==> src/rtl/probe_pattern_gen_if.sv <==
// Control and probe bundle between the pattern generator and whatever drives it.
// The generator takes the slave side; the stimulus host (or a bench) takes the master side.
interface probe_pattern_gen_if;
  logic [1:0]  mode;
  logic        start;
  logic        stop;
  logic        probe0;
  logic [3:0]  probe1;
  logic [7:0]  probe2;
  logic [15:0] probe3;
  logic        active;
  logic        done;

  modport master (
    output mode, start, stop,
    input  probe0, probe1, probe2, probe3, active, done
  );

  modport slave (
    input  mode, start, stop,
    output probe0, probe1, probe2, probe3, active, done
  );
endinterface

==> src/rtl/probe_pattern_gen.sv <==
// Deterministic probe stimulus: counter, LFSR, walking-one and Gray patterns, optionally bursted.
// Build option: define PROBE_PATTERN_GEN_LFSR_EN to include LFSR mode; otherwise mode 1 acts as counter.
module probe_pattern_gen #(
  parameter int          BURST_LEN = 64,
  parameter logic [15:0] LFSR_SEED = 16'hACE1
) (
  input  logic               clk,
  input  logic               rst_n,
  probe_pattern_gen_if.slave bus
);

  localparam int DATA_W = 16;
  localparam int CNT_W  = (BURST_LEN == 0) ? 1 : $clog2(BURST_LEN + 1);
  localparam logic [CNT_W-1:0] BURST_CNT = CNT_W'(BURST_LEN);

`ifdef PROBE_PATTERN_GEN_LFSR_EN
  localparam bit LFSR_EN = 1'b1;
`else
  localparam bit LFSR_EN = 1'b0;
`endif

  if (LFSR_EN && (LFSR_SEED == 16'h0000)) begin : g_bad_seed
    $error("LFSR_SEED must be nonzero");
  end

  typedef enum logic [1:0] {
    IDLE = 2'd0,
    RUN  = 2'd1,
    DONE = 2'd2
  } state_t;

  state_t             state, state_nxt;
  logic [DATA_W-1:0]  pat, pat_nxt;
  logic [DATA_W-1:0]  b, b_nxt;
  logic [CNT_W-1:0]   cnt, cnt_nxt;
  logic [1:0]         lmode, lmode_nxt;

  // Without the LFSR build, mode 1 collapses onto the counter.
  function automatic logic [1:0] eff_mode(input logic [1:0] m);
`ifdef PROBE_PATTERN_GEN_LFSR_EN
    return m;
`else
    return (m == 2'd1) ? 2'd0 : m;
`endif
  endfunction

  function automatic logic [DATA_W-1:0] init_pat(input logic [1:0] m);
    case (eff_mode(m))
`ifdef PROBE_PATTERN_GEN_LFSR_EN
      2'd1:    return LFSR_SEED;
`endif
      2'd2:    return 16'h0001;
      default: return 16'h0000;
    endcase
  endfunction

  // bn is the already-incremented hidden binary count used by Gray mode.
  function automatic logic [DATA_W-1:0] next_pat(input logic [1:0]        m,
                                                 input logic [DATA_W-1:0] p,
                                                 input logic [DATA_W-1:0] bn);
    case (eff_mode(m))
`ifdef PROBE_PATTERN_GEN_LFSR_EN
      2'd1:    return p[0] ? ((p >> 1) ^ 16'hB400) : (p >> 1);
`endif
      2'd2:    return {p[DATA_W-2:0], p[DATA_W-1]};
      2'd3:    return bn ^ (bn >> 1);
      default: return p + 16'd1;
    endcase
  endfunction

  always_ff @(posedge clk or negedge rst_n) begin
    if (!rst_n) begin
      state <= IDLE;
      pat   <= '0;
      b     <= '0;
      cnt   <= '0;
      lmode <= '0;
    end else begin
      state <= state_nxt;
      pat   <= pat_nxt;
      b     <= b_nxt;
      cnt   <= cnt_nxt;
      lmode <= lmode_nxt;
    end
  end

  // Stop wins over start; a start in any state (re)loads the run.
  always_comb begin
    state_nxt = state;
    pat_nxt   = pat;
    b_nxt     = b;
    cnt_nxt   = cnt;
    lmode_nxt = lmode;
    if (bus.stop) begin
      state_nxt = IDLE;
    end else if (bus.start) begin
      state_nxt = RUN;
      lmode_nxt = bus.mode;
      pat_nxt   = init_pat(bus.mode);
      b_nxt     = '0;
      cnt_nxt   = CNT_W'(1);
    end else if (state == RUN) begin
      if ((BURST_LEN != 0) && (cnt == BURST_CNT)) begin
        state_nxt = DONE;
      end else begin
        b_nxt   = b + 16'd1;
        pat_nxt = next_pat(lmode, pat, b + 16'd1);
        cnt_nxt = cnt + CNT_W'(1);
      end
    end
  end

  assign bus.probe3 = pat;
  assign bus.probe2 = pat[7:0];
  assign bus.probe1 = pat[3:0];
  assign bus.probe0 = pat[0];
  assign bus.active = (state == RUN);
  assign bus.done   = (state == DONE);

endmodule

==> src/flat_wrapper.sv <==
// flat-port wrapper written by rule: the top's interface ports become plain ports
module probe_pattern_gen_flat 
#(
  parameter int          BURST_LEN = 64,
  parameter logic [15:0] LFSR_SEED = 16'hACE1
)
  (clk, rst_n, bus_mode, bus_start, bus_stop, bus_probe0, bus_probe1, bus_probe2, bus_probe3, bus_active, bus_done);
  probe_pattern_gen_if bus_i ();
  input  logic clk;
  input  logic rst_n;
  input wire logic [$bits(bus_i.mode)-1:0] bus_mode;
  input wire logic [$bits(bus_i.start)-1:0] bus_start;
  input wire logic [$bits(bus_i.stop)-1:0] bus_stop;
  output wire logic [$bits(bus_i.probe0)-1:0] bus_probe0;
  output wire logic [$bits(bus_i.probe1)-1:0] bus_probe1;
  output wire logic [$bits(bus_i.probe2)-1:0] bus_probe2;
  output wire logic [$bits(bus_i.probe3)-1:0] bus_probe3;
  output wire logic [$bits(bus_i.active)-1:0] bus_active;
  output wire logic [$bits(bus_i.done)-1:0] bus_done;
  assign bus_i.mode = bus_mode;
  assign bus_i.start = bus_start;
  assign bus_i.stop = bus_stop;
  assign bus_probe0 = bus_i.probe0;
  assign bus_probe1 = bus_i.probe1;
  assign bus_probe2 = bus_i.probe2;
  assign bus_probe3 = bus_i.probe3;
  assign bus_active = bus_i.active;
  assign bus_done = bus_i.done;
  probe_pattern_gen #(.BURST_LEN(BURST_LEN), .LFSR_SEED(LFSR_SEED)) u_core (.clk(clk), .rst_n(rst_n), .bus(bus_i));
endmodule
==> config.mk <==
export PLATFORM = sky130hd
export DESIGN_NAME = probe_pattern_gen_flat
export DESIGN_NICKNAME = d
export VERILOG_FILES = /design/src/rtl/probe_pattern_gen_if.sv /design/src/rtl/probe_pattern_gen.sv /design/src/flat_wrapper.sv
export SDC_FILE = /design/constraint.sdc
export NUM_CORES = 1
export LEC_CHECK = 0
export ABC_AREA = 1
export ABC_CLOCK_PERIOD_IN_PS = 1700
export CAP_MARGIN = 20
export CORE_MARGIN = 1
export CORE_UTILIZATION = 40
export CTS_CLUSTER_SIZE = 8
export DETAILED_ROUTE_END_ITERATION = 10
export PLACE_DENSITY = 0.74
export SLEW_MARGIN = 20
export SYNTH_ARGS = -nofsm -noshare
export SYNTH_HDL_FRONTEND = slang
export SYNTH_SLANG_ARGS = --single-unit
==> constraint.sdc <==
create_clock -name clk -period 1.7 [get_ports clk]
set_clock_uncertainty 0.1 [all_clocks]
set_input_delay 0.34 -clock clk [delete_from_list [all_inputs] [get_ports clk]]
set_output_delay 0.34 -clock clk [all_outputs]
set_load 0.02 [all_outputs]
Word level (Yosys, flattened, before mapping)
Index checks and enable logic that the tools add are counted.
{"block": "word_totals", "wordCells": 42, "memories": 0, "latchBits": 0, "inputBits": 6, "register_bits": 43, "out_inout_bits": 31, "rom_bits": 0, "mem_bits_rw": 0}
{"block": "op_classes", "n_mul": 0, "div": 0, "mux": 17, "magnitude_cmp": 0, "reduce_logical": 6, "bitwise": 2, "n_addsub": 3, "n_eq_ne": 9, "shift": 0}
{"op": "two-way mux 16 bit", "n": 6}
{"op": "adder 16 x 1 -> 16 bit (second input constant)", "n": 2}
{"op": "one-hot mux 16 bit (2 select lines)", "n": 1}
{"op": "two-way mux 7 bit", "n": 3}
{"op": "bitwise XOR 16 x 15 -> 16 bit", "n": 1}
{"op": "two-way mux 2 bit", "n": 6}
{"op": "equality test 2 bit (second input constant)", "n": 4}
{"op": "adder 7 x 1 -> 7 bit (second input constant)", "n": 1}
{"op": "equality test 7 bit (second input constant)", "n": 1}
{"op": "equality test 2 x 1 -> 1 bit (second input constant)", "n": 3}
{"op": "nonzero test 3 bit", "n": 2}
{"op": "AND reduction 2 bit", "n": 2}
{"op": "AND reduction 3 bit", "n": 1}
{"op": "inequality test 2 bit (second input constant)", "n": 1}
{"op": "nonzero test 2 bit", "n": 1}
{"op": "two-way mux 1 bit", "n": 1}
{"op": "inverter 1 bit", "n": 1}

Logic depth before layout (Yosys ltp)
Gate-level depths: netlist of the first run.
{"block": "depth", "depth_word": 7, "mapped_depth": 11}

Least setup slack after synthesis of the first run
Ideal clock, no wire load.
{"block": "synth_timing", "path_type": "flip-flop to flip-flop", "from": "reg u_core.pat[0], in the netlist u_core.bus.probe3[0]", "to": "reg u_core.pat[14], in the netlist u_core.bus.probe3[14]", "path_stages_with_launch": 10, "period_less_slack_ps": 1653, "path_slack_ps": 47, "path_buffers": 0, "arrival_ps": 1488, "required_time_ps": 1535, "cell_sequence": "dfrtp_1 -> ha_1 -> nand2_1 -> nor2_1 -> nand2_1 -> o21ai_0 -> nand2_1 -> a21oi_1 -> nand2_1 -> nand2_1"}
{"block": "synth_via", "elab_chain_cells": 5}
{"element": "start, declared", "line_no": "probe_pattern_gen.sv:33", "text": "logic [DATA_W-1:0] pat, pat_nxt;"}
{"element": "start signal, assigned", "line_no": "probe_pattern_gen.sv:80", "text": "pat <= pat_nxt;"}
{"element": "adder 16 x 1 -> 16 bit", "line_no": "probe_pattern_gen.sv:67", "text": "default: return p + 16'd1;"}
{"element": "one-hot mux 16 bit (2 select lines)", "line_no": "probe_pattern_gen.sv:61", "text": "case (eff_mode(m))"}
{"element": "two-way mux 16 bit", "line_no": "probe_pattern_gen.sv:103", "text": "if ((BURST_LEN != 0) && (cnt == BURST_CNT)) begin"}
{"element": "two-way mux 16 bit", "line_no": "probe_pattern_gen.sv:102", "text": "end else if (state == RUN) begin"}
{"element": "two-way mux 16 bit", "line_no": "probe_pattern_gen.sv:96", "text": "end else if (bus.start) begin"}
Every way passes these cells. The select of a mux whose other input is x is not followed.
A chain may end at the register's enable or synchronous reset.

Worst setup path after layout of the first run
{"block": "layout_timing", "from": "reg u_core.cnt[0]", "to": "reg u_core.cnt[6]"}
{"block": "layout_via", "elab_chain_cells": 4, "elab_cells_between_ends": 7}
{"element": "start, declared", "line_no": "probe_pattern_gen.sv:35", "text": "logic [CNT_W-1:0] cnt, cnt_nxt;"}
{"element": "start signal, assigned", "line_no": "probe_pattern_gen.sv:82", "text": "cnt <= cnt_nxt;"}
{"element": "adder 7 x 1 -> 7 bit", "line_no": "probe_pattern_gen.sv:108", "text": "cnt_nxt = cnt + CNT_W'(1);"}
{"element": "two-way mux 7 bit", "line_no": "probe_pattern_gen.sv:103"}
{"element": "two-way mux 7 bit", "line_no": "probe_pattern_gen.sv:102"}
{"element": "two-way mux 7 bit", "line_no": "probe_pattern_gen.sv:96"}
Several ways; a longest one is shown, not always the timed one. The select of a mux whose other input is x is not followed.

==> metrics.md, run 1 <==
| Metric | Value |
|---|---|
| Die ar. | `~0.008 mm²` |
| # clock sinks | `43` |
| CP bufs+invs | `3` |
| Synth cell types | `30` |
| GRT overflow | `0` |
| I/O Buffers | `36` |
| Minimum clock period after layout | `1.71 ns` |
| Initial core utilization | `42.0%` |
| Row cnt | `31` |
| Initial antenna violation count | `0` |
| Syn Area/Cell | `roughly 6.7 µm²` |
| Final WS setup | `-0.00959 ns` |
| CP max-delay cell | `dfrtp_1` |
| Relative slew margins | `77.3%` |
| Power Density | `724 mW/mm²` |
| Worst setup slack after placement | `-0.189 ns` |
| Critical path type | `flop to flop` |
| Vias per Instance | `5.16` |
| # IOs | `37` |
| Final setup viols | `1` |
| Layout area overhead | `30.8%` |
| Required @ worst endpoint | `1.80 ns` |
| Clk_lat worst skew | `0.30 ns` |
| Fillers | `698` |
| Failing checks | `negative setup slack` |
| Synth warn | `0` |
| Outcome | `finished, violations left` |
| Max Root-Sink Buffers | `2` |
| Clk slew on worst S/H paths | `approximately 0.090 ns` |
| DRC | `0` |
| Detailed placement HPWL | `just under 6000 µm` |
| GRT Overall Usage | `20.5%` |
| RSZ-0062 raised after global routing | `yes` |
| Hold slack final | `0.427 ns` |
| Vias | `3227` |
| Syn Inst Count | `461` |
| Arr. time, crit path | `1.81 ns` |
| Synth Flop Type | `dfrtp_1` |
| Slowest stage delay, CP | `~0.4 ns` |
| Drt first pass iters | `5` |
| Fin. max-slew vios | `0` |
| Number of synthesized flops with an enable pin | `0` |
| Crit end category | `flop` |
| Final net count | `between 500 and 600` |
| Leak | `1.90 nW` |
| Vias in the first global route | `2943` |
| Detailed Route Iter0 Violations | `246` |
| Die X | `~90 µm` |
| Worst setup SP type | `flop` |
| Die height | `90.0 µm` |
| First-pass GRT wire length | `~14000 µm` |
| # H-tree levels | `2` |
| Ant diodes | `0` |
| Sequential fraction of the synthesis area | `between 30% and 40%` |
| Cell Area, Synth | `0.00309 mm²` |
| Pin count of the biggest net entering global routing | `44` |
| CTS buffer count | `5` |
| VDD IR max | `0.355 mV` |
| Core ar. | `0.00737 mm²` |
| Slew @ Worst Pin | `about 0.34 ns` |
| Final WL | `~8500 µm` |
| Flops & latches, synth | `43` |
| Root Buffer | `clkbuf_8` |
| Wirelength per Cell | `13.6 µm` |
| Worst Hold Class | `primary input to async pin` |
| Antenna-violating nets left | `0` |
| FMAX | `585 MHz` |
| Max-capacitance violation count | `0` |
| Largest driver fanout on the critical path | `6` |
| CTS tree | `built` |
| Crit path cell chain | `inv_2 -> ha_4 -> nand4_1 -> nand2_1 -> nand2_4 -> buf_6 -> buf_6 -> nand4_1 -> o21ai_1` |
| Cell family with most CP delay | `simple AND/OR/NAND/NOR gates` |
| Final-report hold violation count | `0` |
| Fraction of layout cells with a size suffix above 1 | `21.5%` |
| Async SR Flop Fraction | `between 90% and 100%` |
| Period Utilization, post-route | `101%` |
| Syn nets | `471` |
| Gpl congestion | `between 0.9 and 1` |
==> where the power goes <==
group          internal [mW]  switching (mW)  leakage (nW)
sequential              1.10          0.0922         0.578
clock                  0.438           0.394        0.0581
combinational          0.378           0.524          1.27
==> sequential cells by signal, indices dropped and copies added, names as in the netlist <==
signal,cells
u_core.b,16
u_core.bus.probe3,16
u_core.cnt,7
u_core.lmode,2
u_core.state,2
==> kinds of logic (layout without fill, tap and decap cells) <==
| family | Yosys count | in the layout | synth area share, % |
|---|---|---|---|
| XOR/XNOR | 15 | 15 | 4.49 |
| buffers and inverters | 77 | 142 | 11.2 |
| AO/OA/AOI/OAI | 66 | 66 | 11.6 |
| flip-flops | 43 | 43 | 34.8 |
| adder cells (fa/ha/maj) | 4 | 4 | 1.62 |
| AND/OR/NAND/NOR | 256 | 256 | 36.3 |
==> layout by cell type (no fill, tap or decap), types with 2 or more instances in the layout <==
cell,n
nand2_1,136
inv_1,49
dfrtp_1,39
nor2_1,34
buf_4,34
dlygate4sd2_1,30
nand3_1,26
o21ai_0,21
a21oi_1,19
nand2_2,17
nand4_1,13
o22ai_1,13
xor2_1,8
nand3_2,7
nor2_4,6
o21ai_1,6
nor3_1,6
inv_2,5
clkbuf_8,5
nor2_2,4
nand2_4,4
xor2_2,4
clkdlybuf4s50_1,4
buf_6,4
dfrtp_2,4
xnor2_1,3
nand3_4,2
inv_4,2
o21ai_2,2
ha_4,2
==> path summary, 6_finish.rpt <==
kind                                       start                    end  slack, ns  depth (start not counted)
max                                u_core.cnt[0]          u_core.cnt[6]      -0.01                          9
min                                        rst_n  u_core.bus.probe3[10]       0.43                          3
max reg2reg                        u_core.cnt[0]          u_core.cnt[6]      -0.01                          9
min reg2reg                u_core.bus.probe3[14]  u_core.bus.probe3[14]       0.45                          2
max in group asynchronous                  rst_n            u_core.b[3]       0.83                          3
min in group clk           u_core.bus.probe3[14]  u_core.bus.probe3[14]       0.45                          2
==> per-stage QoR <==
stage          power (mW)  cells  cell area [µm²]  utilization [%]  TNS (ns)
2_1_floorplan        1.69    461             3090                -         0
3_3_place_gp         2.05    604             3660             49.7     -4.27
3_5_place_dp         2.06    604             3660             49.7     -5.26
4_1_cts              2.83    613             3760             51.1         0
5_1_grt              3.08    625             4050             54.9    -0.761
6_report             2.93    625             4050             54.9  -0.00959
==> repair_timing <==
action / in CTS / in global routing
pin swaps: 2 / 17
setup buffers: 0 / 12
setup endpoints to repair: 45 / 37
hold endpoints to repair: 43 / 0
gates resized for setup: 35 / 65
hold buffers: 1 / 0
==> synthesized netlist by cell type (all sizes together) (3+ instances only) <==
| master | n | area (µm²) |
|---|---|---|
| a21oi | 19 | 95.1 |
| buf | 19 | 129 |
| dfrtp | 43 | 1080 |
| ha | 4 | 50.1 |
| inv | 57 | 214 |
| nand2 | 157 | 604 |
| nand3 | 35 | 190 |
| nand4 | 13 | 81.3 |
| nor2 | 44 | 210 |
| nor3 | 6 | 30.0 |
| o21ai | 29 | 145 |
| o22ai | 14 | 87.6 |
| xnor2 | 3 | 26.3 |
| xor2 | 12 | 113 |
==> worst min-delay path, delay by kind of cell <==
kind / cells / cell delay, ns
buffers and inverters: 3 / 0.87
==> layer usage <==
layer | global-route usage, % | share of wire, % | vias up
li1 | - | - | 1604
met1 | 26.5 | 44 | 1489
met2 | 35.6 | 49 | 116
met3 | 3.30 | 4.7 | 18
met4 | 5.51 | 2.1 | 0
met5 | 0 | 0 | -
==> layout make-up <==
cell class                 count  area [µm²]  area share (%)
clock buffer                   5        68.8            1.70
clock inverter                 3        43.8            1.08
inverter                      57         224            5.53
multi-input combinational    341        1850            45.7
sequential                    43        1080            26.7
tap                           99         124            3.06
timing repair buffer          77         658            16.3
(Power assumes the default switching activity.)
==> run 2: changes to the inputs <==
- ABC_CLOCK_PERIOD_IN_PS: 1700 -> 1800
- MAX_ROUTING_LAYER: not set -> met4
- PLACE_DENSITY: 0.74 -> 0.71
- clock period: 1.7 -> 1.8 ns (I/O delays scaled with it)
==> metrics.md, run 2 (synthesized netlist as in run 1, its figures left out) <==
| Metric | Value |
|---|---|
| FMAX | `572 MHz` |
| R2R cell count | `7` |
| Crit end category | `primary output` |
| Critical Path Sink | `bus_probe1[0]` |
| Required @ worst endpoint | `1.34 ns` |
| # clock sinks | `43` |
| Gpl congestion | `between 0.9 and 1` |
| Wirelength per Cell | `roughly 13 µm` |
| DRC | `0` |
| Leak | `~1.8 nW` |
| Final net count | `between 500 and 600` |
| Worst r2r src | `u_core.cnt[0]` |
| Final WL | `8300 µm` |
| Reg2reg setup slack | `0.08 ns` |
| Worst setup slack after placement | `-0.0705 ns` |
| Vias per Instance | `about 5.1` |
| Initial core utilization | `42.0%` |
| Drt first pass iters | `4` |
| RSZ-0062 raised after global routing | `yes` |
| Arr. time, crit path | `1.29 ns` |
| Slew @ Worst Pin | `about 0.41 ns` |
| Commonest non-fill, non-tap cell in the layout | `nand2_1` |
| Root Buffer | `clkbuf_8` |
| GRT Overall Usage | `21.8%` |
| Power Density | `661 mW/mm²` |
| Period Utilization, post-route | `just under 100%` |
| CP startpoint | `u_core.bus.probe3[0]` |
| Detailed Route Iter0 Violations | `approximately 190` |
| GRT overflow | `0` |
| Fin. max-slew vios | `0` |
| Cell family with most CP delay | `buffers and inverters` |
| Overall power | `2.54 mW` |
| Slowest stage delay, CP | `0.40 ns` |
| I/O Buffers | `36` |
| Outcome | `finished, final reports clean` |
| Hold slack final | `0.412 ns` |
| Critical path type | `flop to primary output` |
| Minimum clock period after layout | `1.75 ns` |
| Clk_lat worst skew | `0.30 ns` |
| Final core utilization | `52.1%` |
| Inst Count DP | `604` |
| Row cnt | `31` |
| Antenna-violating nets left | `0` |
| VDD IR max | `roughly 0.27 mV` |
| Die X | `90.0 µm` |
| Worst path most repeated cell | `buf_4` |
| Worst Hold Class | `primary input to async pin` |
| Largest driver fanout on the critical path | `4` |
| Crit path cell chain | `buf_4 -> buf_4 -> dlygate4sd2_1` |
| Fillers | `740` |
| Final setup viols | `0` |
| Ant diodes | `0` |
| CP bufs+invs | `3` |
| Die height | `90.0 µm` |
| Vias | `around 3.2k` |
| Crit Reg-Reg Endpoint | `u_core.b[10]` |
| Max Root-Sink Buffers | `2` |
| Max-capacitance violation count | `0` |
| CP max-delay cell | `dfrtp_1` |
| Pin count of the biggest net entering global routing | `18` |
| Detailed placement HPWL | `approximately 6200 µm` |
| Commonest non-fill, non-tap cells in the layout | `146 x nand2_1, 52 x inv_1, 42 x dfrtp_1` |
| CTS tree | `built` |
| Fin cells | `619` |
| Clk slew on worst S/H paths | `approximately 0.090 ns` |
| WP depth | `3` |
| Die ar. | `0.00809 mm²` |
| Final WS setup | `0.0521 ns` |
| Fraction of layout cells with a size suffix above 1 | `14.8%` |
| # H-tree levels | `2` |
| Core ar. | `0.00737 mm²` |
| Final-report hold violation count | `0` |
| Worst setup SP type | `flop` |
| Relative slew margins | `72.8%` |
| Layout area overhead | `24.1%` |
| First-pass GRT wire length | `13800 µm` |
| Initial antenna violation count | `0` |
| # IOs | `37` |
| CTS buffer count | `5` |
| Vias in the first global route | `2980` |
-- run 2: changes by cell type in the layout (fill, tap and decap cells not counted), sizes merged --
cell	delta
dlymetal6s2s	+1
clkinvlp	+1
buf	-6
clkinv	-1
bufinv	-1
-- run 2: metrics by stage --
stage	cell area (µm²)	setup TNS, ns
finish	3840	0
global placement	3650	-0.199
global route	3840	-0.105
CTS	3720	0
detailed placement	3650	-0.857
floorplan	3090	0
-- run 2: cell type report --
class                   instances  area, µm²  share of cell area (%)
clock buffers                   6       72.6                    1.89
clock inverters                 2       12.5                   0.326
inverters                      57        219                    5.70
multi-input cells             341       1740                    45.2
flip-flops and latches         43       1080                    28.1
well taps                      99        124                    3.23
repair buffers                 71        597                    15.5
-- run 2: report_power, final --
part / internal, mW / switching [mW] / total [mW] / leakage (nW)
sequential: 1.04 / 0.0859 / 1.13 / 0.583
combinational: 0.313 / 0.458 / 0.771 / 1.21
clock: 0.272 / 0.367 / 0.639 / 0.0412
-- run 2: per-layer routing --
| metal | GRT usage (%) | share of wire, % | vias up |
|---|---|---|---|
| li1 | - | - | 1594 |
| met1 | 27.1 | 45 | 1473 |
| met2 | 36.5 | 49 | 79 |
| met3 | 3.55 | 3.8 | 17 |
| met4 | 6.99 | 1.5 | 0 |
| met5 | - | 0 | - |
-- run 2: how the worst min path moves through the flow --
stage / to / cells past startpoint / from / slack [ns]
2_1_floorplan: u_core.b[0] / 0 / rst_n / -0.04
3_3_place_gp: u_core.b[8] / 1 / rst_n / 0.21
3_5_place_dp: u_core.b[8] / 1 / rst_n / 0.22
4_1_cts: u_core.bus.probe3[12] / 2 / rst_n / 0.42
5_1_grt: u_core.bus.probe3[12] / 2 / rst_n / 0.44
6_report: u_core.bus.probe3[12] / 2 / rst_n / 0.41
-- run 2: timing repair --
action                     in CTS  in global routing
hold endpoints to repair       15                  0
setup endpoints to repair      30                 36
pin swaps                       0                  8
gates cloned                    0                  0
hold buffers                    1                  0
gates resized for setup        30                 26
buffers inserted                1                  5
==> run 3: changes to the inputs <==
--- a/config.mk
+++ b/config.mk
@@ -15,4 +15,5 @@
 export MAX_ROUTING_LAYER = met4
 export PLACE_DENSITY = 0.71
+export SETUP_SLACK_MARGIN = 0.1
 export SLEW_MARGIN = 20
 export SYNTH_ARGS = -nofsm -noshare
==> constraint.sdc (replaced) <==
create_clock -name clk -period 1.8 [get_ports clk]
set_clock_uncertainty 0.1 [all_clocks]
set_input_delay 0.36 -clock clk [delete_from_list [all_inputs] [get_ports clk]]
set_output_delay 0.36 -clock clk [all_outputs]
set_load 0.1 [all_outputs]
==> metrics.md, run 3 (synthesized netlist as in run 1, its figures left out) <==
| Metric | Value |
|---|---|
| Outcome | `finished, final reports clean` |
| Root Buffer | `clkbuf_8` |
| Final-report hold violation count | `0` |
| Power Density | `slightly below 800 mW/mm²` |
| CTS buffer count | `5` |
| Sw Ratio | `44.2%` |
| Slew @ Worst Pin | `~0.37 ns` |
| Wirelength per Cell | `14.5 µm` |
| Slowest stage delay, CP | `0.41 ns` |
| Critical path type | `flop to flop` |
| Largest driver fanout on the critical path | `7` |
| Fraction of layout cells with a size suffix above 1 | `32.4%` |
| Max-capacitance violation count | `0` |
| Antenna-violating nets left | `0` |
| Crit path cell chain | `inv_2 -> ha_4 -> nand4_1 -> nand2_1 -> nand2_4 -> buf_6 -> o22ai_1` |
| Clk_lat worst skew | `0.32 ns` |
| Ant diodes | `0` |
| Setup TNS | `0 ns` |
| Final WL | `9090 µm` |
| Die height | `90.0 µm` |
| Cell family with most CP delay | `simple AND/OR/NAND/NOR gates` |
| Row cnt | `31` |
| FMAX | `571 MHz` |
| Worst setup SP type | `flop` |
| # H-tree levels | `2` |
| Period Utilization, post-route | `97.3%` |
| Register area | `~0.0011 mm²` |
| CP bufs+invs | `2` |
| Clk slew on worst S/H paths | `0.09 ns` |
| Final core utilization | `a little over 60%` |
| Leak | `about 1.9 nW` |
| Pin count of the biggest net entering global routing | `44` |
| Gpl congestion | `~0.9` |
| DRC | `0` |
| GRT Overall Usage | `~22%` |
| # clock sinks | `43` |
| Drt first pass iters | `5` |
| Initial antenna violation count | `0` |
| Detailed placement HPWL | `6380 µm` |
| Die X | `between 80 and 90 µm` |
| Commonest non-fill, non-tap cells in the layout | `137 x nand2_1, 47 x inv_1, 34 x buf_12` |
| Vias in the first global route | `3012` |
| Sequential Power Share | `between 30% and 40%` |
| VDD IR max | `0.309 mV` |
| Sw power | `between 1.5 and 2 mW` |
| Die ar. | `0.00809 mm²` |
| Initial core utilization | `42.0%` |
| Area of the multi-input gates | `between 0.0015 and 0.002 mm²` |
| Relative slew margins | `74.8%` |
| Detailed Route Iter0 Violations | `192` |
| Comb pwr share | `47.3%` |
| Power share of the clock group | `18.8%` |
| Vias | `3303` |
| CTS tree | `built` |
| Required @ worst endpoint | `1.93 ns` |
| Commonest non-fill, non-tap cell in the layout | `nand2_1` |
| Worst Hold Class | `primary input to async pin` |
| Crit end category | `flop` |
| Arr. time, crit path | `1.88 ns` |
| Overall power | `3.49 mW` |
| Fin. max-slew vios | `0` |
| GRT overflow | `0` |
| Core ar. | `0.00737 mm²` |
| Final net count | `between 500 and 600` |
| Max Root-Sink Buffers | `2` |
| RSZ-0062 raised after global routing | `yes` |
| Internal power | `1.94 mW` |
| I/O Buffers | `36` |
| Minimum clock period after layout | `between 1.5 and 2 ns` |
| First-pass GRT wire length | `14100 µm` |
| Vias per Instance | `5.28` |
| # IOs | `37` |
| Final setup viols | `0` |
| Reg2reg setup slack | `0.05 ns` |
| Fillers | `617` |
| CP max-delay cell | `dfrtp_1` |
| Layout area overhead | `46.5%` |
[run 3: cell count changes in the layout (fill, tap and decap cells not counted), sizes merged]
cell	before	now
buf	35	72
dlygate4sd2	30	0
clkinvlp	1	2
dlymetal6s2s	1	0
[run 3: final cells by class]
class | instances | share of cell area (%)
Inverter | 57 | 4.99
Sequential cell | 43 | 24.6
Tap cell | 99 | 2.73
Clock buffer | 5 | 1.52
Multi-Input combinational cell | 341 | 42.4
Timing Repair Buffer | 78 | 23.3
Clock inverter | 3 | 0.442
[run 3: what timing repair did]
action | 4_1_cts | 5_1_grt
endpoints found under the hold margin | 43 | 0
pin swaps | 0 | 24
setup buffers | 0 | 12
cloned | 0 | 1
endpoints found under the setup margin | 12 | 39
hold buffers | 1 | 0
gates resized for setup | 4 | 74
[run 3: worst reg2reg max path: cells and delay by family (launching register included)]
family | cells | cell delay [ns]
AND/OR/NAND/NOR | 3 | 0.61
flip-flops | 1 | 0.41
buffers and inverters | 2 | 0.27
AO/OA/AOI/OAI | 1 | 0.17
adder cells (fa/ha/maj) | 1 | 0.12
[run 3: per-layer routing]
| layer | vias up | wire length (µm) | part of all wire (%) | global-route usage (%) |
|---|---|---|---|---|
| met1 | 1557 | 3850 | 42 | 27.7 |
| met5 | - | 0 | 0 | - |
| met2 | 114 | 4550 | 50 | 36.0 |
| met4 | 0 | 208 | 2.3 | 8.20 |
| li1 | 1613 | - | - | - |
| met3 | 19 | 483 | 5.3 | 3.81 |
[run 3: worst paths after layout]
check                                startpoint              endpoint  depth (start not counted)
worst min register to register  u_core.state[1]       u_core.state[1]                          2
max in group asynchronous                 rst_n  u_core.bus.probe3[1]                          3
worst max-delay path              u_core.cnt[0]           u_core.b[7]                          7
worst max register to register    u_core.cnt[0]           u_core.b[7]                          7
worst min-delay path                      rst_n           u_core.b[8]                          3
min in group clk                u_core.state[1]       u_core.state[1]                          2
[run 3: through the flow]
step	area (µm²)	setup slack [ns]	hold WS (ns)	cells
6_report	4530	0.0489	0.441	626
3_5_place_dp	4040	-0.0621	0.260	604
2_1_floorplan	3160	0.0921	-0.0356	461
3_3_place_gp	4040	-0.00945	0.258	604
4_1_cts	4150	0.0980	0.457	613
5_1_grt	4530	-0.0107	0.500	626
[run 3: power groups by stage]
| stage | combinational, mW | clock [mW] | sequential (mW) |
|---|---|---|---|
| 6_report | 1.65 | 0.655 | 1.18 |
| 5_1_grt | 1.73 | 0.689 | 1.20 |
| 4_1_cts | 1.47 | 0.658 | 1.19 |
| 3_5_place_dp | 1.47 | 0 | 1.21 |
| 3_3_place_gp | 1.45 | 0 | 1.21 |
| 2_1_floorplan | 0.675 | 0 | 1.45 |
